File: src/rtl/memory_access_controller.sv
// memory_access_controller
// Single-outstanding bridge from the CPU load/store path to a wait-stated
// memory. A request is accepted in IDLE, the memory strobe is held through
// WAIT until mem_ready, and RESP emits a one-cycle rsp_valid plus a
// count_access pulse for memory_access_register.
//
// Optional feature: define MEM_TIMEOUT_EN to abort an access after TIMEOUT
// WAIT cycles without mem_ready (rsp_error=1, no count_access). Without the
// macro WAIT is unbounded and rsp_error is tied low.
module memory_access_controller #(
  parameter int unsigned ADDR_W  = 16,
  parameter int unsigned DATA_W  = 16,
  parameter int unsigned TIMEOUT = 16
) (
  input  logic              clk,
  input  logic              reset,
  input  logic              req_valid,
  output logic              req_ready,
  input  logic              req_write,
  input  logic [ADDR_W-1:0] req_addr,
  input  logic [DATA_W-1:0] req_wdata,
  output logic              rsp_valid,
  output logic [DATA_W-1:0] rsp_rdata,
  output logic              rsp_error,
  output logic              mem_en,
  output logic              mem_we,
  output logic [ADDR_W-1:0] mem_addr,
  output logic [DATA_W-1:0] mem_wdata,
  input  logic [DATA_W-1:0] mem_rdata,
  input  logic              mem_ready,
  output logic              count_access
);

  typedef enum logic [1:0] {
    StIdle,
    StWait,
    StResp
  } state_e;

  state_e state_q;

`ifdef MEM_TIMEOUT_EN
  // Wide enough to hold TIMEOUT itself; reaching 1 with no mem_ready means
  // this WAIT cycle is the last one allowed.
  localparam int unsigned CntW = (TIMEOUT < 2) ? 1 : $clog2(TIMEOUT + 1);
  logic [CntW-1:0] tmo_cnt_q;
`else
  logic unused_timeout;
  assign unused_timeout = ^TIMEOUT;
  assign rsp_error      = 1'b0;
`endif

  // Ready is the only combinational output; masked by reset so the CPU never
  // sees an accept window while the controller is being cleared.
  assign req_ready = (state_q == StIdle) && !reset;

  // FSM with registered memory-side and response-side outputs.
  always_ff @(posedge clk) begin
    if (reset) begin
      state_q      <= StIdle;
      mem_en       <= 1'b0;
      mem_we       <= 1'b0;
      mem_addr     <= '0;
      mem_wdata    <= '0;
      rsp_valid    <= 1'b0;
      rsp_rdata    <= '0;
      count_access <= 1'b0;
`ifdef MEM_TIMEOUT_EN
      rsp_error    <= 1'b0;
      tmo_cnt_q    <= '0;
`endif
    end else begin
      unique case (state_q)
        StIdle: begin
          if (req_valid) begin
            mem_en    <= 1'b1;
            mem_we    <= req_write;
            mem_addr  <= req_addr;
            mem_wdata <= req_wdata;
`ifdef MEM_TIMEOUT_EN
            tmo_cnt_q <= CntW'(TIMEOUT);
`endif
            state_q   <= StWait;
          end
        end
        StWait: begin
          // mem_ready takes priority over expiry in the same cycle.
          if (mem_ready) begin
            mem_en       <= 1'b0;
            mem_we       <= 1'b0;
            if (!mem_we) begin
              rsp_rdata <= mem_rdata;
            end
            rsp_valid    <= 1'b1;
            count_access <= 1'b1;
            state_q      <= StResp;
          end
`ifdef MEM_TIMEOUT_EN
          else if (tmo_cnt_q == CntW'(1)) begin
            mem_en    <= 1'b0;
            mem_we    <= 1'b0;
            rsp_valid <= 1'b1;
            rsp_error <= 1'b1;
            state_q   <= StResp;
          end else begin
            tmo_cnt_q <= tmo_cnt_q - CntW'(1);
          end
`endif
        end
        StResp: begin
          rsp_valid    <= 1'b0;
          count_access <= 1'b0;
`ifdef MEM_TIMEOUT_EN
          rsp_error    <= 1'b0;
`endif
          state_q      <= StIdle;
        end
        default: begin
          state_q <= StIdle;
        end
      endcase
    end
  end

endmodule

File: config.mk
export PLATFORM = sky130hd
export DESIGN_NAME = memory_access_controller
export DESIGN_NICKNAME = d
export VERILOG_FILES = /design/src/rtl/memory_access_controller.sv
export SDC_FILE = /design/constraint.sdc
export NUM_CORES = 1
export LEC_CHECK = 0
export ABC_AREA = 1
export CAP_MARGIN = 20
export CORE_MARGIN = 2
export CORE_UTILIZATION = 60
export CTS_CLUSTER_DIAMETER = 30
export DETAILED_ROUTE_END_ITERATION = 8
export DONT_BUFFER_PORTS = 1
export PLACE_DENSITY = 0.76
export SETUP_SLACK_MARGIN = 0.2
export SYNTH_ARGS = -nofsm -noshare
export SYNTH_HDL_FRONTEND = slang
export SYNTH_SLANG_ARGS = --single-unit
File: constraint.sdc
create_clock -name clk -period 1.1 [get_ports clk]
set_input_delay 0.055 -clock clk [delete_from_list [all_inputs] [get_ports clk]]
set_output_delay 0.055 -clock clk [all_outputs]
set_load 0.02 [all_outputs]
Word level (Yosys, flattened, before mapping)
Index checks and enable logic that the tools add are counted.
Widths: inputs -> output; s select.
Cells by class
  bitwise operators: 1
  equal/unequal tests: 4
  mux-type cells: 10
  reduce and logical (&&, ||, !) cells: 10
Operators by type and width (count)
  $pmux 1 s2: 3
  $reduce_and 2->1: 3
  $reduce_and 3->1: 2
  $mux 1: 4
  $mux 2: 2
  $ne 2x2->1 const B: 2
  $pmux 2 s2: 1
  $reduce_bool 2->1: 2
  $eq 2x1->1 const B: 1
  $eq 2x2->1 const B: 1
  $logic_not 2->1: 1
  $logic_and 1x1->1: 1
  $logic_not 1->1: 1
  $not 1->1: 1
Word-level totals
  register bits after elaboration: 53
  word-level logic and storage cells: 32
  input bits: 53
  output and inout bits: 54

Depth between registers and ports, before layout
Gate-level depths: netlist of run 1.
  depth in word-level cells: 3
  gate-level depth with buffers: 6
  gate-level depth less buffers: 5

Least setup slack after synthesis of run 1
Ideal clock, no wire load.
  kind: register -> register
  start point: reg mem_we
  end point: reg rsp_rdata[1]
  setup time: 0.113 ns
  arrival: 0.996 ns
  data required time: 0.987 ns
  buffers on the path: 1
  slack: -0.009 ns
  period minus slack after synthesis: 1.109 ns
  cell stages (with the launch flop): 6
  cell sequence: dfxtp_1 > nor2_2 > buf_2 > nand3_1 > nand2_1 > nor2_1
Between the ends
  word-level cells in the longest chain between the ends: 2
Ends and longest elaborated chain
  start, declared: line 26  | output logic mem_we,
  start signal, assigned: line 77  | mem_we <= req_write;
  $not 1->1 (no line)
  $reduce_and 3->1 (no line)
  end signal, assigned: line 92  | rsp_rdata <= mem_rdata;
  end, declared: line 23  | output logic [DATA_W-1:0] rsp_rdata,
No other way between the ends.
A chain may end at the register's enable or synchronous reset.

Final worst setup path of run 1
  start point: reg state_q[0]
  end point: out req_ready
Between the ends
  word-level cells in the longest chain between the ends: 2
Ends and longest elaborated chain
  start, declared: line 40  | state_e state_q;
  start signal, assigned: line 60  | state_q <= StIdle;
  start signal, assigned: line 83  | state_q <= StWait;
  start signal, assigned: line 96  | state_q <= StResp;
  $logic_not 2->1: line 55  | assign req_ready = (state_q == StIdle) && !reset;
  $logic_and 1x1->1: line 55
  end, declared: line 18  | output logic req_ready,
No other way between the ends.

==> flow_summary.yaml, run 1 <==
outcome:
  status: "finished with violations"
  violations: "setup timing"
clocking:
  cts-root-buf: "clkbuf_4"
  tritoncts: "yes"
  clkTransAtPathRegs_ns: 0.15
  clock-sinks: 53
  cts_htree_levels: 2
  clock_latency_ns: 0.37
  cts_buffers: 5
  clk_path_buf_depth: 2
timing:
  setup_viol: 46
  fmaxAchievable_mhz: 802
  grt_setup_unrepaired: "true"
  maxSlewViolCount: 0
  finalCritPeriodShare: 1.13
  fin_setup_tns_ns: -2.31
  hold_violations: 0
  clock_skew_ns: 0.0104
  fin_crit_ns: 1.25
  setup_slack_ns: -0.147
layout:
  diodes: 0
  drive_gt1_frac: 0.288
  fin_area_um2: 2990
  nFillCells: 155
  utilization: 0.904
  area_growth_pct: 46.8
  finalNetCount: 389
  final_common_cell: "nor2_1"
  mostFrequentLayoutCells: "97 x nor2_1, 52 x dlygate4sd3_1, 49 x dfxtp_2"
global_routing:
  grt_pass1_vias: 2063
  grt_overflow: 0
  grt_max_degree: 36
  grt_antenna_before_repair: 0
  grt_pass1_wl_um: 9140
  grtUsageTotal: 0.297
min_path:
  min_from: "reset"
  hold_depth: 4
  hold_path_class: "primary input to flip-flop"
critical_path:
  worstPathArrival_ns: 1.19
  path_depth: 4
  path_cells: "nor2_4 -> inv_2 -> nor2_2 -> buf_6"
  critPathTopFamily: "flip-flops"
  worstPathRequired_ns: 1.04
  critical_path_class: "flip-flop to output pin"
  worst-path-buf-inv: 2
  critPathMaxStageDelay_ns: 0.38
  r2r_cells: 6
  crit_start: "state_q[0]$_SDFFE_PP0P_"
  r2r_slack_ns: -0.12
  reg2reg_from: "state_q[0]$_SDFFE_PP0P_"
  cp_max_fo: 2
  crit_path_start_kind: "flip-flop"
  critPathSlowestCell: "dfxtp_4"
  cp-end-kind: "output pin"
detailed_routing:
  drc: 0
  drt_iter0_drc: 129
  drtPass1Iterations: 4
  ant_nets: 0
  viasPerCell: 5.29
  wirelength_um: 6230
  wire_per_inst_um: 16.3
  vias: 2027
synth:
  synth_compound_area_frac: 0.0883
  syn_nets: 329
  synth_top_family_by_area: "simple AND/OR/NAND/NOR gates"
  ys_ff_latch: 53
  yosysWarnings: 0
  synth_fa_ha_area_frac: 0
  yosys.cell_types.count: 19
  synthXorXnorAreaFrac: 0
  syn_area_um2: 2040
  synth-simple-area-share: 0.295
  syn_avg_cell_area_um2: 7.39
  muxShareOfSynthArea: 0
  synthCells: 276
  synth-seq-area-share: 0.520
floorplanning:
  chipWidth_um: 62.3
  pin_count: 107
  num_rows: 21
  die_area_um2: 3880
  start_util: 0.616
  core_um2: 3310
  fp.dieH_um: 62.3
placed_design:
  dp_slack_ns: 0.0251
  place.gp.congestion: 0.743
  place_area_um2: 2160
  io_buffers: 0
  dp_hpwl_um: 2840
pwr:
  p_per_area_nw_per_um2: 1390
  power.leakage_nw: 1.30
  peakVddDrop_uv: 931
  power.total_mw: 4.18
job:
  cap_violations: 0
==> cell type report <==
type	instances	area, um^2	share of cell area
clock buffer	7	65.1	0.0217
clock inverter	1	5.00	0.00167
inverter	25	101	0.0338
multi-input combinational	182	835	0.279
sequential	53	1130	0.379
tap	46	57.6	0.0192
timing repair buffer	69	797	0.266
==> per-layer routing <==
metal,part of all wire,vias up,GRT usage
met5,0,-,0
met4,0.020,0,0.128
met3,0.086,16,0.107
met2,0.54,107,0.541
met1,0.35,935,0.306
li1,-,969,-
==> power breakdown <==
part           internal (mW)  switching (mW)  total, mW  leakage, nW
Combinational          0.402           0.414      0.816        0.807
Sequential              2.10           0.282       2.38        0.457
Clock                  0.372           0.605      0.977       0.0413
==> logic make-up after synthesis <==
kind of cell	count (synthesis)
AND/OR/NAND/NOR	145
other	1
AO/OA/AOI/OAI	36
buffers and inverters	41
flip-flops	53
==> sequential cells by signal, indices dropped and copies added, names as in the netlist <==
name / cells
mem_we: 1
mem_en: 1
mem_addr: 16
count_access: 1
mem_wdata: 16
state_q: 2
rsp_rdata: 16
==> Yosys cell counts (all sizes together) <==
master | number | share of area
buf | 13 | 0.043
a21oi | 3 | 0.0074
conb | 1 | 0.0018
nor2b | 1 | 0.0031
o21ai | 33 | 0.081
inv | 25 | 0.046
dfxtp | 53 | 0.52
nor2 | 102 | 0.20
nand3 | 18 | 0.044
clkbuf | 3 | 0.0055
nand2 | 24 | 0.048
==> path summary, 6_finish.rpt <==
check	endpoint
setup / recovery	req_ready
hold / removal	mem_wdata[11]$_SDFFE_PP0P_
setup reg to reg	mem_wdata[13]$_SDFFE_PP0P_
hold reg to reg	count_access$_SDFFE_PP0P_
==> tightest hold or removal path: cells and delay by family <==
kind | cells | cell delay, ns
AND/OR/NAND/NOR | 1 | 0.04
AO/OA/AOI/OAI | 1 | 0.06
buffers and inverters | 2 | 0.22
==> stage by stage <==
step | hold slack (ns) | std cells
after floorplan | 0.117 | 276
after global placement | 0.122 | 317
after detailed placement | 0.124 | 317
after CTS | 0.0243 | 381
after global routing | 0.0321 | 383
final | 0.0273 | 383
==> repair_timing <==
| item | CTS | global route |
|---|---|---|
| gates cloned | 1 | 2 |
| pin swaps | 1 | 17 |
| endpoints found under the hold margin | 53 | 0 |
| hold buffers | 52 | 0 |
| setup buffers | 3 | 0 |
| gates resized for setup | 51 | 28 |
| endpoints found under the setup margin | 92 | 70 |
Note: power is estimated with default switching activity, not from simulation.
==> inputs of run 2 (changes only) <==
--- a/config.mk
+++ b/config.mk
@@ -8,11 +8,11 @@
 export ABC_AREA = 1
 export CAP_MARGIN = 20
 export CORE_MARGIN = 2
-export CORE_UTILIZATION = 60
+export CORE_UTILIZATION = 61
 export CTS_CLUSTER_DIAMETER = 30
 export DETAILED_ROUTE_END_ITERATION = 8
 export DONT_BUFFER_PORTS = 1
-export PLACE_DENSITY = 0.76
+export PLACE_DENSITY = 0.77
 export SETUP_SLACK_MARGIN = 0.2
 export SYNTH_ARGS = -nofsm -noshare
 export SYNTH_HDL_FRONTEND = slang
==> flow_summary.yaml, run 2 (synthesis results as in run 1) <==
outcome:
  status: "finished with violations"
  violations: "setup timing"
clocking:
  clk_path_buf_depth: 2
  cts-root-buf: "clkbuf_4"
  cts_buffers: 5
  clock_latency_ns: 0.38
  tritoncts: "yes"
  cts_htree_levels: 2
  clkTransAtPathRegs_ns: 0.15
  clock-sinks: 53
timing:
  hold_violations: 0
  fmaxAchievable_mhz: 747
  setup_viol: 51
  finalCritPeriodShare: 1.22
  maxSlewViolCount: 0
  holdWs_ns: 0.0500
  clock_skew_ns: 0.00890
  grt_setup_unrepaired: "true"
  setup_slack_ns: -0.239
  fin_crit_ns: 1.34
layout:
  area_growth_pct: 45.5
  nFillCells: 89
  multi_input_area_um2: 850
  drive_gt1_frac: 0.291
  reg.largest.list: "mem_addr (16), mem_wdata (16), rsp_rdata (16)"
  regArea_um2: 1130
  diodes: 0
  final_common_cell: "nor2_1"
  final_cells: 384
  utilization: 0.949
  finalNetCount: 392
  mostFrequentLayoutCells: "96 x nor2_1, 52 x dlygate4sd3_1, 50 x dfxtp_2"
global_routing:
  grt_antenna_before_repair: 0
  grt_pass1_vias: 1948
  grt_max_degree: 31
  grtUsageTotal: 0.314
  grt_pass1_wl_um: 8650
  grt_overflow: 0
pwr:
  peakVddDrop_uv: 1410
  p_per_area_nw_per_um2: 1390
  power.leakage_nw: 1.29
critical_path:
  cp-end-kind: "flip-flop"
  worstPathRequired_ns: 1.38
  cp_max_fo: 18
  crit_path_start_kind: "flip-flop"
  worstPathArrival_ns: 1.62
  critical_path_class: "flip-flop to flip-flop"
detailed_routing:
  wire_per_inst_um: 21.3
  vias: 2282
  drt_iter0_drc: 256
  viasPerCell: 5.94
  ant_nets: 0
  drc: 0
  wirelength_um: 8180
  drtPass1Iterations: 8
placed_design:
  place.gp.congestion: 0.768
  dp.cells: 316
  io_buffers: 0
  dp_hpwl_um: 2850
job:
  cap_violations: 0
floorplanning:
  pin_count: 107
  die_area_um2: 3820
  fp.dieH_um: 61.8
  num_rows: 20
  start_util: 0.652
  core_um2: 3130
  chipWidth_um: 61.8
min_path:
  hold_path_class: "primary input to flip-flop"
run 2: changes by cell type in the layout (fill, tap and decap cells not counted), moves of 2 or more:
cell and delta:
buf_4 +5, o21ai_1 +2, nand2_1 -2, nand2_2 +2, buf_12 -2, o21ai_2 -3, clkbuf_1 +3, clkbuf_8 -2
run 2: worst max-delay path, cell delays in order, from the launching register on:
cell and delay [ns]:
dfxtp_4 0.38, nor2_4 0.10, buf_4 0.15, nand2_8 0.09
buf_12 0.18, o21ai_1 0.26, nor2_1 0.08
run 2: timing repair:
action	in CTS	in global routing
gates cloned	1	2
hold buffers	52	0
setup buffers	2	3
gates resized for setup	45	38
pin swaps	4	10
endpoints found under the hold margin	53	0
endpoints found under the setup margin	86	74
run 2: cell type report:
class,instances,area share
Inverter,25,0.0341
Tap cell,44,0.0185
Timing Repair Buffer,72,0.262
Sequential cell,53,0.382
Multi-Input combinational cell,182,0.286
Clock buffer,8,0.0164
run 2: path summary, 6_finish.rpt:
check / depth (start not counted) / to / slack (ns) / start
worst min-delay path: 4 / mem_wdata[5]$_SDFFE_PP0P_ / 0.05 / reset
worst min register to register: 2 / mem_wdata[14]$_SDFFE_PP0P_ / 0.55 / mem_wdata[14]$_SDFFE_PP0P_
worst max-delay path: 6 / mem_addr[0]$_SDFFE_PP0P_ / -0.24 / state_q[1]$_SDFFE_PP0P_
worst max register to register: 6 / mem_addr[0]$_SDFFE_PP0P_ / -0.24 / state_q[1]$_SDFFE_PP0P_
run 2: per-layer routing:
layer	vias up	routed length [um]	global-route usage
met5	-	0	0
met3	65	828	0.108
met4	0	559	0.146
met2	182	4160	0.588
met1	1054	2630	0.309
li1	981	-	-
run 2: through the flow:
step	cell area (um^2)	power, mW	setup slack, ns	setup TNS (ns)
2_1_floorplan	2060	2.77	0.132	0
3_3_place_gp	2140	2.88	0.0733	0
3_5_place_dp	2140	2.89	0.00227	0
4_1_cts	2810	3.88	-0.0827	-0.945
5_1_grt	2970	4.24	-0.266	-7.16
6_report	2970	4.13	-0.239	-5.40
run 2: power by group:
group | internal [mW] | total (mW) | switching (mW)
Sequential | 2.10 | 2.40 | 0.301
Clock | 0.256 | 0.848 | 0.592
Combinational | 0.391 | 0.874 | 0.483
Total | 2.75 | 4.13 | 1.38
